**src/rtl/multi_rule_flow_stat_pkg.sv**
```systemverilog
`default_nettype none
// ============================================================================
// Module : flow_stat_pkg
// Brief  : Shared constants, tuple layout and parser encoding for the
//          multi-rule 5-tuple flow statistics block.
// Rev    : 1.0
// ============================================================================
package flow_stat_pkg;

    localparam int TUPLE_W    = 104;
    localparam int META_BYTES = 32;
    localparam int PKT_DATA_W = 134;
    localparam int LEN_W      = 12;

    localparam logic [15:0] ETH_VLAN  = 16'h8100;
    localparam logic [15:0] ETH_IPV4  = 16'h0800;
    localparam logic [7:0]  PROTO_TCP = 8'h06;
    localparam logic [7:0]  PROTO_UDP = 8'h11;

    // Tuple: src IP | dst IP | protocol | src port | dst port (MSB first)
    localparam int SRC_IP_LSB = 72;
    localparam int DST_IP_LSB = 40;
    localparam int PROTO_LSB  = 32;
    localparam int SPORT_LSB  = 16;
    localparam int DPORT_LSB  = 0;

    localparam logic [2:0] ST_IDLE = 3'd0;
    localparam logic [2:0] ST_MD1  = 3'd1;
    localparam logic [2:0] ST_ETH  = 3'd2;
    localparam logic [2:0] ST_IP   = 3'd3;
    localparam logic [2:0] ST_L4   = 3'd4;

    typedef logic [TUPLE_W-1:0] tuple_t;

    function automatic logic is_l4_proto(input logic [7:0] proto);
        return (proto == PROTO_TCP) || (proto == PROTO_UDP);
    endfunction

    function automatic logic [LEN_W-1:0] payload_bytes(input logic [LEN_W-1:0] len);
        return (len >= LEN_W'(META_BYTES)) ? len - LEN_W'(META_BYTES) : '0;
    endfunction

endpackage
`default_nettype wire

```
**src/rtl/multi_rule_flow_stat_if.sv**
```systemverilog
`default_nettype none
// ============================================================================
// Module : multi_rule_flow_stat_if
// Brief  : Packet stream input and indexed counter read port.
// Rev    : 1.0
// ============================================================================
interface multi_rule_flow_stat_if
    import flow_stat_pkg::*;
#(
    parameter int NUM_RULES = 8,
    parameter int BYTE_W    = 40,
    parameter int PKT_W     = 32,
    parameter int IDX_W     = $clog2(NUM_RULES + 1)
);
    logic [PKT_DATA_W-1:0] pktin_data;
    logic                  pktin_data_wr;
    logic                  rd_req;
    logic [IDX_W-1:0]      rd_idx;
    logic                  rd_clr;
    logic                  rd_valid;
    logic [BYTE_W-1:0]     rd_byte;
    logic [PKT_W-1:0]      rd_pkt;

    modport master (
        output pktin_data, pktin_data_wr, rd_req, rd_idx, rd_clr,
        input  rd_valid, rd_byte, rd_pkt
    );

    modport slave (
        input  pktin_data, pktin_data_wr, rd_req, rd_idx, rd_clr,
        output rd_valid, rd_byte, rd_pkt
    );
endinterface
`default_nettype wire

```
**src/rtl/multi_rule_flow_stat_parser.sv**
```systemverilog
`default_nettype none
// ============================================================================
// Module : flow_tuple_parser
// Brief  : Extracts the IPv4 TCP/UDP 5-tuple (untagged or single VLAN) from
//          the metadata-prefixed stream; flags non-matching packets.
// Rev    : 1.0
// ============================================================================
module flow_tuple_parser
    import flow_stat_pkg::*;
(
    input  logic                  clk,
    input  logic                  rst,
    input  logic [PKT_DATA_W-1:0] pktin_data,
    input  logic                  pktin_data_wr,
    output tuple_t                tuple,
    output logic                  tuple_vld,
    output logic                  nomatch_vld,
    output logic [LEN_W-1:0]      byte_inc
);
    logic [2:0]       r_state;
    logic [LEN_W-1:0] r_len;
    logic             r_vlan;
    tuple_t           r_tuple;
    logic             r_tuple_vld;
    logic             r_nomatch_vld;
    logic             w_is_hdr;
    logic [15:0]      w_eth_type;
    logic             w_unused_meta;

    assign w_is_hdr      = (pktin_data[133:132] == 2'b01);
    assign w_eth_type    = pktin_data[31:16];
    assign w_unused_meta = ^pktin_data[131:128];

    always_ff @(posedge clk or posedge rst) begin
        if (rst) begin
            r_state       <= ST_IDLE;
            r_len         <= '0;
            r_vlan        <= 1'b0;
            r_tuple       <= '0;
            r_tuple_vld   <= 1'b0;
            r_nomatch_vld <= 1'b0;
        end else begin
            r_tuple_vld   <= 1'b0;
            r_nomatch_vld <= 1'b0;
            if (pktin_data_wr) begin
                // A header word always (re)starts a parse, dropping any packet in flight
                if (w_is_hdr) begin
                    r_len   <= pktin_data[107:96];
                    r_state <= ST_MD1;
                end else begin
                    case (r_state)
                        ST_MD1: r_state <= ST_ETH;
                        ST_ETH: begin
                            if (w_eth_type == ETH_VLAN) begin
                                r_vlan  <= 1'b1;
                                r_state <= ST_IP;
                            end else if (w_eth_type == ETH_IPV4) begin
                                r_vlan  <= 1'b0;
                                r_state <= ST_IP;
                            end else begin
                                r_nomatch_vld <= 1'b1;
                                r_state       <= ST_IDLE;
                            end
                        end
                        ST_IP: begin
                            if (r_vlan) begin
                                if (pktin_data[127:112] == ETH_IPV4 && is_l4_proto(pktin_data[39:32])) begin
                                    r_tuple[PROTO_LSB +: 8]       <= pktin_data[39:32];
                                    r_tuple[SRC_IP_LSB+16 +: 16]  <= pktin_data[15:0];
                                    r_state                       <= ST_L4;
                                end else begin
                                    r_nomatch_vld <= 1'b1;
                                    r_state       <= ST_IDLE;
                                end
                            end else begin
                                if (is_l4_proto(pktin_data[71:64])) begin
                                    r_tuple[PROTO_LSB +: 8]       <= pktin_data[71:64];
                                    r_tuple[SRC_IP_LSB +: 32]     <= pktin_data[47:16];
                                    r_tuple[DST_IP_LSB+16 +: 16]  <= pktin_data[15:0];
                                    r_state                       <= ST_L4;
                                end else begin
                                    r_nomatch_vld <= 1'b1;
                                    r_state       <= ST_IDLE;
                                end
                            end
                        end
                        ST_L4: begin
                            if (r_vlan) begin
                                r_tuple[SRC_IP_LSB +: 16] <= pktin_data[127:112];
                                r_tuple[DST_IP_LSB +: 32] <= pktin_data[111:80];
                                r_tuple[SPORT_LSB +: 16]  <= pktin_data[79:64];
                                r_tuple[DPORT_LSB +: 16]  <= pktin_data[63:48];
                            end else begin
                                r_tuple[DST_IP_LSB +: 16] <= pktin_data[127:112];
                                r_tuple[SPORT_LSB +: 16]  <= pktin_data[111:96];
                                r_tuple[DPORT_LSB +: 16]  <= pktin_data[95:80];
                            end
                            r_tuple_vld <= 1'b1;
                            r_state     <= ST_IDLE;
                        end
                        default: r_state <= ST_IDLE;
                    endcase
                end
            end
        end
    end

    assign tuple       = r_tuple;
    assign tuple_vld   = r_tuple_vld;
    assign nomatch_vld = r_nomatch_vld;
    assign byte_inc    = payload_bytes(r_len);

endmodule
`default_nettype wire

```
**src/rtl/multi_rule_flow_stat.sv**
```systemverilog
`default_nettype none
// ============================================================================
// Module : multi_rule_flow_stat
// Brief  : Masked multi-rule 5-tuple matcher with per-rule byte/packet
//          counters, a miss counter and an indexed read/read-clear port.
// Rev    : 1.0
// ============================================================================
module multi_rule_flow_stat
    import flow_stat_pkg::*;
#(
    parameter int NUM_RULES  = 8,
    parameter int BYTE_W     = 40,
    parameter int PKT_W      = 32,
    parameter int MATCH_MODE = 0,
    parameter int SATURATE   = 1,
    parameter int IDX_W      = $clog2(NUM_RULES + 1)
) (
    input  logic                         clk,
    input  logic                         rst,
    input  logic [NUM_RULES*TUPLE_W-1:0] rule_5tuple,
    input  logic [NUM_RULES*TUPLE_W-1:0] rule_mask,
    input  logic [NUM_RULES-1:0]         rule_en,
    input  logic                         cnt_clr,
    multi_rule_flow_stat_if.slave        bus
);
    localparam int               SUM_W    = ((BYTE_W > LEN_W) ? BYTE_W : LEN_W) + 1;
    localparam logic [BYTE_W-1:0] BYTE_MAX = '1;
    localparam logic [PKT_W-1:0]  PKT_MAX  = '1;

    tuple_t               w_tuple;
    logic                 w_tuple_vld;
    logic                 w_nomatch_vld;
    logic [LEN_W-1:0]     w_byte_inc;
    logic [NUM_RULES-1:0] w_hit;
    logic [NUM_RULES-1:0] w_sel;
    logic                 r_m_vld;
    logic [NUM_RULES-1:0] r_m_sel;
    logic [LEN_W-1:0]     r_m_inc;
    logic [NUM_RULES:0]   w_upd;
    logic [NUM_RULES:0]   w_rd_clr_hit;
    logic [BYTE_W-1:0]    w_b_base;
    logic [PKT_W-1:0]     w_p_base;
    logic [BYTE_W-1:0]    w_rd_b;
    logic [PKT_W-1:0]     w_rd_p;
    // Index NUM_RULES is the miss counter
    logic [BYTE_W-1:0]    r_byte     [NUM_RULES+1];
    logic [PKT_W-1:0]     r_pkt      [NUM_RULES+1];
    logic [BYTE_W-1:0]    w_byte_nxt [NUM_RULES+1];
    logic [PKT_W-1:0]     w_pkt_nxt  [NUM_RULES+1];
    logic                 r_rd_valid;
    logic [BYTE_W-1:0]    r_rd_byte;
    logic [PKT_W-1:0]     r_rd_pkt;

    function automatic logic [BYTE_W-1:0] add_bytes(input logic [BYTE_W-1:0] base,
                                                    input logic [LEN_W-1:0]  inc);
        logic [SUM_W-1:0] sum;
        sum = SUM_W'(base) + SUM_W'(inc);
        if (SATURATE != 0 && sum > SUM_W'(BYTE_MAX)) return BYTE_MAX;
        return sum[BYTE_W-1:0];
    endfunction

    function automatic logic [PKT_W-1:0] add_pkt(input logic [PKT_W-1:0] base);
        if (SATURATE != 0 && base == PKT_MAX) return PKT_MAX;
        return base + PKT_W'(1);
    endfunction

    flow_tuple_parser u_parser (
        .clk         (clk),
        .rst         (rst),
        .pktin_data  (bus.pktin_data),
        .pktin_data_wr(bus.pktin_data_wr),
        .tuple       (w_tuple),
        .tuple_vld   (w_tuple_vld),
        .nomatch_vld (w_nomatch_vld),
        .byte_inc    (w_byte_inc)
    );

    for (genvar i = 0; i < NUM_RULES; i++) begin : g_hit
        assign w_hit[i] = rule_en[i] &
            ~|((w_tuple ^ rule_5tuple[i*TUPLE_W +: TUPLE_W]) & rule_mask[i*TUPLE_W +: TUPLE_W]);
    end

    if (MATCH_MODE == 0) begin : g_first_match
        // Two's complement isolates the lowest set bit
        assign w_sel = w_hit & (-w_hit);
    end else begin : g_all_match
        assign w_sel = w_hit;
    end

    // An aborted packet enters the pipeline with an empty selection and lands on the miss counter
    always_ff @(posedge clk or posedge rst) begin
        if (rst) begin
            r_m_vld <= 1'b0;
            r_m_sel <= '0;
            r_m_inc <= '0;
        end else begin
            r_m_vld <= w_tuple_vld | w_nomatch_vld;
            r_m_sel <= w_tuple_vld ? w_sel : '0;
            r_m_inc <= w_byte_inc;
        end
    end

    always_comb begin
        w_upd        = {~|r_m_sel, r_m_sel} & {(NUM_RULES+1){r_m_vld}};
        w_rd_clr_hit = '0;
        w_rd_b       = '0;
        w_rd_p       = '0;
        w_b_base     = '0;
        w_p_base     = '0;
        for (int k = 0; k <= NUM_RULES; k++) begin
            w_rd_clr_hit[k] = bus.rd_req & bus.rd_clr & (bus.rd_idx == IDX_W'(k));
            if (bus.rd_idx == IDX_W'(k)) begin
                w_rd_b = r_byte[k];
                w_rd_p = r_pkt[k];
            end
            // Read-clear and update in the same cycle leave exactly the new increment
            w_b_base      = w_rd_clr_hit[k] ? '0 : r_byte[k];
            w_p_base      = w_rd_clr_hit[k] ? '0 : r_pkt[k];
            w_byte_nxt[k] = w_upd[k] ? add_bytes(w_b_base, r_m_inc) : w_b_base;
            w_pkt_nxt[k]  = w_upd[k] ? add_pkt(w_p_base) : w_p_base;
        end
    end

    always_ff @(posedge clk or posedge rst) begin
        if (rst) begin
            for (int k = 0; k <= NUM_RULES; k++) begin
                r_byte[k] <= '0;
                r_pkt[k]  <= '0;
            end
        end else if (cnt_clr) begin
            for (int k = 0; k <= NUM_RULES; k++) begin
                r_byte[k] <= '0;
                r_pkt[k]  <= '0;
            end
        end else begin
            for (int k = 0; k <= NUM_RULES; k++) begin
                r_byte[k] <= w_byte_nxt[k];
                r_pkt[k]  <= w_pkt_nxt[k];
            end
        end
    end

    always_ff @(posedge clk or posedge rst) begin
        if (rst) begin
            r_rd_valid <= 1'b0;
            r_rd_byte  <= '0;
            r_rd_pkt   <= '0;
        end else begin
            r_rd_valid <= bus.rd_req;
            if (bus.rd_req) begin
                r_rd_byte <= cnt_clr ? '0 : w_rd_b;
                r_rd_pkt  <= cnt_clr ? '0 : w_rd_p;
            end
        end
    end

    assign bus.rd_valid = r_rd_valid;
    assign bus.rd_byte  = r_rd_byte;
    assign bus.rd_pkt   = r_rd_pkt;

endmodule
`default_nettype wire

```
**src/flat_wrapper.sv**
```systemverilog
// flat-port wrapper written by rule: the top's interface ports become plain ports
module multi_rule_flow_stat_flat import flow_stat_pkg::*;
#(
    parameter int NUM_RULES  = 8,
    parameter int BYTE_W     = 40,
    parameter int PKT_W      = 32,
    parameter int MATCH_MODE = 0,
    parameter int SATURATE   = 1,
    parameter int IDX_W      = $clog2(NUM_RULES + 1)
)
  (clk, rst, rule_5tuple, rule_mask, rule_en, cnt_clr, bus_pktin_data, bus_pktin_data_wr, bus_rd_req, bus_rd_idx, bus_rd_clr, bus_rd_valid, bus_rd_byte, bus_rd_pkt);
  multi_rule_flow_stat_if #(.NUM_RULES(NUM_RULES), .BYTE_W(BYTE_W), .PKT_W(PKT_W), .IDX_W(IDX_W)) bus_i ();
  input  logic clk;
  input  logic rst;
  input  logic [NUM_RULES*TUPLE_W-1:0] rule_5tuple;
  input  logic [NUM_RULES*TUPLE_W-1:0] rule_mask;
  input  logic [NUM_RULES-1:0] rule_en;
  input  logic cnt_clr;
  input wire logic [$bits(bus_i.pktin_data)-1:0] bus_pktin_data;
  input wire logic [$bits(bus_i.pktin_data_wr)-1:0] bus_pktin_data_wr;
  input wire logic [$bits(bus_i.rd_req)-1:0] bus_rd_req;
  input wire logic [$bits(bus_i.rd_idx)-1:0] bus_rd_idx;
  input wire logic [$bits(bus_i.rd_clr)-1:0] bus_rd_clr;
  output wire logic [$bits(bus_i.rd_valid)-1:0] bus_rd_valid;
  output wire logic [$bits(bus_i.rd_byte)-1:0] bus_rd_byte;
  output wire logic [$bits(bus_i.rd_pkt)-1:0] bus_rd_pkt;
  assign bus_i.pktin_data = bus_pktin_data;
  assign bus_i.pktin_data_wr = bus_pktin_data_wr;
  assign bus_i.rd_req = bus_rd_req;
  assign bus_i.rd_idx = bus_rd_idx;
  assign bus_i.rd_clr = bus_rd_clr;
  assign bus_rd_valid = bus_i.rd_valid;
  assign bus_rd_byte = bus_i.rd_byte;
  assign bus_rd_pkt = bus_i.rd_pkt;
  multi_rule_flow_stat #(.NUM_RULES(NUM_RULES), .BYTE_W(BYTE_W), .PKT_W(PKT_W), .MATCH_MODE(MATCH_MODE), .SATURATE(SATURATE), .IDX_W(IDX_W)) u_core (.clk(clk), .rst(rst), .rule_5tuple(rule_5tuple), .rule_mask(rule_mask), .rule_en(rule_en), .cnt_clr(cnt_clr), .bus(bus_i));
endmodule
```
**config.mk**
```make
export PLATFORM = sky130hd
export DESIGN_NAME = multi_rule_flow_stat_flat
export DESIGN_NICKNAME = d
export VERILOG_FILES = /design/src/rtl/multi_rule_flow_stat_pkg.sv /design/src/rtl/multi_rule_flow_stat_if.sv /design/src/rtl/multi_rule_flow_stat_parser.sv /design/src/rtl/multi_rule_flow_stat.sv /design/src/flat_wrapper.sv
export SDC_FILE = /design/constraint.sdc
export NUM_CORES = 2
export LEC_CHECK = 0
export ABC_AREA = 1
export CORE_AREA = 3 3 729 731
export DETAILED_ROUTE_END_ITERATION = 6
export DIE_AREA = 0 0 732 734
export SETUP_SLACK_MARGIN = 0.3
export SLEW_MARGIN = 20
export SYNTH_ARGS = -nofsm -noshare
export SYNTH_HDL_FRONTEND = slang
export SYNTH_SLANG_ARGS = --single-unit
```
**constraint.sdc**
```tcl
create_clock -name clk -period 27.9 [get_ports clk]
set_clock_uncertainty 0.1 [all_clocks]
set_input_delay 5.58 -clock clk [delete_from_list [all_inputs] [get_ports clk]]
set_output_delay 5.58 -clock clk [all_outputs]
set_load 0.02 [all_outputs]
```
==> flow_metrics.py <==
metrics = {
    "run_status": {
        "status": "finished, violations left",
        "failed_checks": "antenna violations, design-rule violations",
    },
    "grt": {
        "grt_overflow": 0,
        "grt_pass1_wl_mm": 1010,
        "grt_util_all_layers_pct": 28.9,
        "antenna_found_initial": 652,
        "first_global_vias": 92600,
        "grt_max_degree": 133,
    },
    "layout": {
        "final_cell_mix": "3992 x nand2_1, 1883 x clkdlybuf4s50_1, 1382 x nand3_1, 1302 x inv_1, 1292 x nor2_1",
        "final_common_cell": "nand2_1",
        "fin_cells": 22700,
        "area_growth_pct": 40.8,
        "nFillCells": 59600,
        "drive_gt1_share_pct": 7.44,
        "fin_nets": 16700,
    },
    "sta": {
        "fin_crit_sh_pct": 38.2,
        "fin_crit_ns": 10.65,
        "timing.setup.tns_ns": 0,
        "tightest_slew_ns": 1.40,
        "setup_violations": 0,
        "slew_headroom_pct": 6.98,
        "worst_slack_ns": 17.25,
        "hold_viol_final": 0,
        "rsz0062_at_grt": "false",
        "max_freq_mhz": 93.9,
        "drv_slew": 0,
    },
    "synth": {
        "ys_seq_area_share_pct": 26.9,
        "synth_top_area_share_pct": 26.9,
        "ys_ff_latch": 864,
        "yosys_warnings": 0,
        "synthCells": 13200,
        "async_flop_share_pct": 100,
        "syn_area_um2": 80200,
        "yosys-top-cells-area": "dfrtp_1 27%, nand2_1 19%, nand3_1 8.6%",
        "synth_edf_count": 0,
        "synth_top_area_cell": "dfrtp_1",
        "postSynthAreaPerCell_um2": 6.09,
        "yosys.cell_types.count": 76,
        "syn-num-nets": 15100,
        "synth_ff_type": "dfrtp_1",
    },
    "critical_path": {
        "worstPathArrival_ns": 11.24,
        "crit_buf_inv": 6,
        "rr_startpoint": "u_core.r_m_inc[7]",
        "worstPathCellList": "clkdlybuf4s50_1 -> nand2_2 -> nor2_4 -> buf_4 -> nand2_4 -> buf_4 -> nand2_1 -> inv_1 -> ha_1 -> nand2_1 -> nor2_1 -> inv_1 -> nor2_1 -> nand2_1 -> nand3_2 -> nand4_2 -> inv_2 -> nor2_1 -> nor2_1",
        "slowest_stage": "nand4_2",
        "worstSetupStartpoint": "bus_rd_idx[0]",
        "crit_family": "simple AND/OR/NAND/NOR gates",
        "worstSetupStartpointType": "input port",
        "cpMostUsedCell": "nor2_1",
        "path_max_fanout": 52,
        "critPathKind": "input port to register",
        "cp.required_ns": 28.49,
        "cpPeakStageDelay_ns": 0.87,
        "worstSetupEndpointType": "register",
    },
    "drt": {
        "avgViaCountPerCell": 4.78,
        "post_drt_wl_per_cell_um": 36.1,
        "drc": 19,
        "vias": 108000,
        "routed_wl_mm": 817,
        "drtAntennaViolNets": 1,
        "dr.pass1.iters": 7,
        "drtIter0Drc": 17100,
    },
    "floorplanning": {
        "fp.dieW_um": 732,
        "die_height_um": 734,
        "initial_core_util_pct": 15.3,
        "core_area_um2": 525000,
        "placementRows": 266,
        "die_area_um2": 537000,
        "ios": 1889,
    },
    "clocking": {
        "cts_setup_buffers": 0,
        "ctsHoldBuffers": 0,
        "cts.sinks": 864,
        "clkLatencyLatePin_ns": 0.83,
        "numCtsBuffers": 113,
        "clockRootBuffer": "clkbuf_16",
        "cts_max_level": 3,
        "cts_max_path_buffers": 3,
        "cts_tree": "done",
        "cts_resized": 0,
        "clk_pin_slew_worst_paths_ns": 0.06,
    },
    "power_and_ir_drop": {
        "ir_drop_mv": 0.0528,
        "powerDensity_nw_per_um2": 36.2,
        "p_leak_nw": 48.8,
    },
    "flow_run": {
        "max-cap-violations": 0,
    },
    "place": {
        "dp.cells": 21700,
        "port_buffers": 1884,
        "place_hpwl_mm": 705,
        "place_ws_ns": 16.58,
        "gp_congestion": 1.13,
    },
    "min_path": {
        "min_from": "u_core.bus.rd_byte[35]",
        "hold_path.class": "register to register",
    },
}
==> layer usage <==
metal,vias up,track usage (%),wire length (um)
li1,47400,-,-
met1,51900,37.8,336000
met2,7392,40.6,324000
met3,1355,11.5,105000
met4,150,15.0,50400
met5,-,0,1350
==> final timing paths <==
check                      slack, ns                      to  cells after the start
setup / recovery               17.25       u_core.r_byte[74]                     19
hold / removal                  0.38  u_core.bus.rd_byte[35]                      2
setup reg to reg               22.93       u_core.r_byte[74]                     14
hold reg to reg                 0.38  u_core.bus.rd_byte[35]                      2
max in group asynchronous      18.83        u_core.r_pkt[29]                      6
min in group asynchronous       5.07       u_core.r_pkt[225]                      2
==> per-stage QoR <==
step                cell area (um2)  total power, mW  hold slack (ns)  util [%]
CTS                          111000             4.09            0.386      21.1
floorplan                     80300             1.75            0.310         -
finish                       113000             4.09            0.384      21.5
global placement             107000             2.42            0.368      20.4
global route                 112000             4.20            0.403      21.3
detailed placement           107000             2.42            0.368      20.4
==> final cells by class <==
cell class / count / area, um2 / share of cell area (%)
clock inverter: 64 / 872 / 0.772
sequential: 864 / 21600 / 19.2
clock buffer: 149 / 3190 / 2.83
antenna: 790 / 1980 / 1.75
timing repair buffer: 2092 / 20400 / 18.1
inverter: 1367 / 5150 / 4.56
tap: 6968 / 8720 / 7.72
multi-input combinational: 10400 / 51000 / 45.1
==> tightest hold or removal path, stage by stage, from the launching register on <==
cell and delay (ns):
dfrtp_1 0.34, nand2_1 0.05, nand2_1 0.06
==> kinds of logic after synthesis <==
group / after synthesis / share of synthesized area [%]
compound gates: 1872 / 13.3
xor+xnor: 439 / 4.79
fa+ha+maj: 73 / 1.22
buf+inv: 1950 / 9.77
flops: 864 / 26.9
mux: 2 / 0.0281
simple gates: 7976 / 43.9
==> state kept, by name (all words and copies together), names as in the netlist <==
register	cells
u_core.r_m_vld	1
u_core.r_pkt	288
u_core.bus.rd_valid	1
u_core.u_parser.r_len	12
u_core.r_m_inc	12
u_core.bus.rd_byte	40
u_core.u_parser.tuple_vld	1
u_core.bus.rd_pkt	32
u_core.u_parser.nomatch_vld	1
u_core.r_m_sel	8
u_core.u_parser.r_state	3
u_core.u_parser.tuple	104
u_core.r_byte	360
u_core.u_parser.r_vlan	1
==> cell usage after synthesis (43+ instances only) <==
cell and number:
nand4_1 300, a31oi_1 178, nor3_1 282, nor4_1 68, xnor2_1 79, ha_1 64, o22ai_1 58, a21oi_1 679
o21ai_1 47, o21ai_0 590, buf_2 56, nand2_1 3994, inv_2 50, clkbuf_1 408, o2111ai_1 61, o21a_1 48
inv_1 1306, xor2_1 360, o211ai_1 54, nor2_1 1297, nand3_1 1382, or2_2 384, dfrtp_1 864, buf_1 43
==> where the power goes <==
part           internal [mW]  switching [mW]  total, mW
clock                  0.942           0.720       1.66
combinational          0.424           0.684       1.11
sequential              1.28          0.0362       1.32
Power figures use the tool's default switching activity.
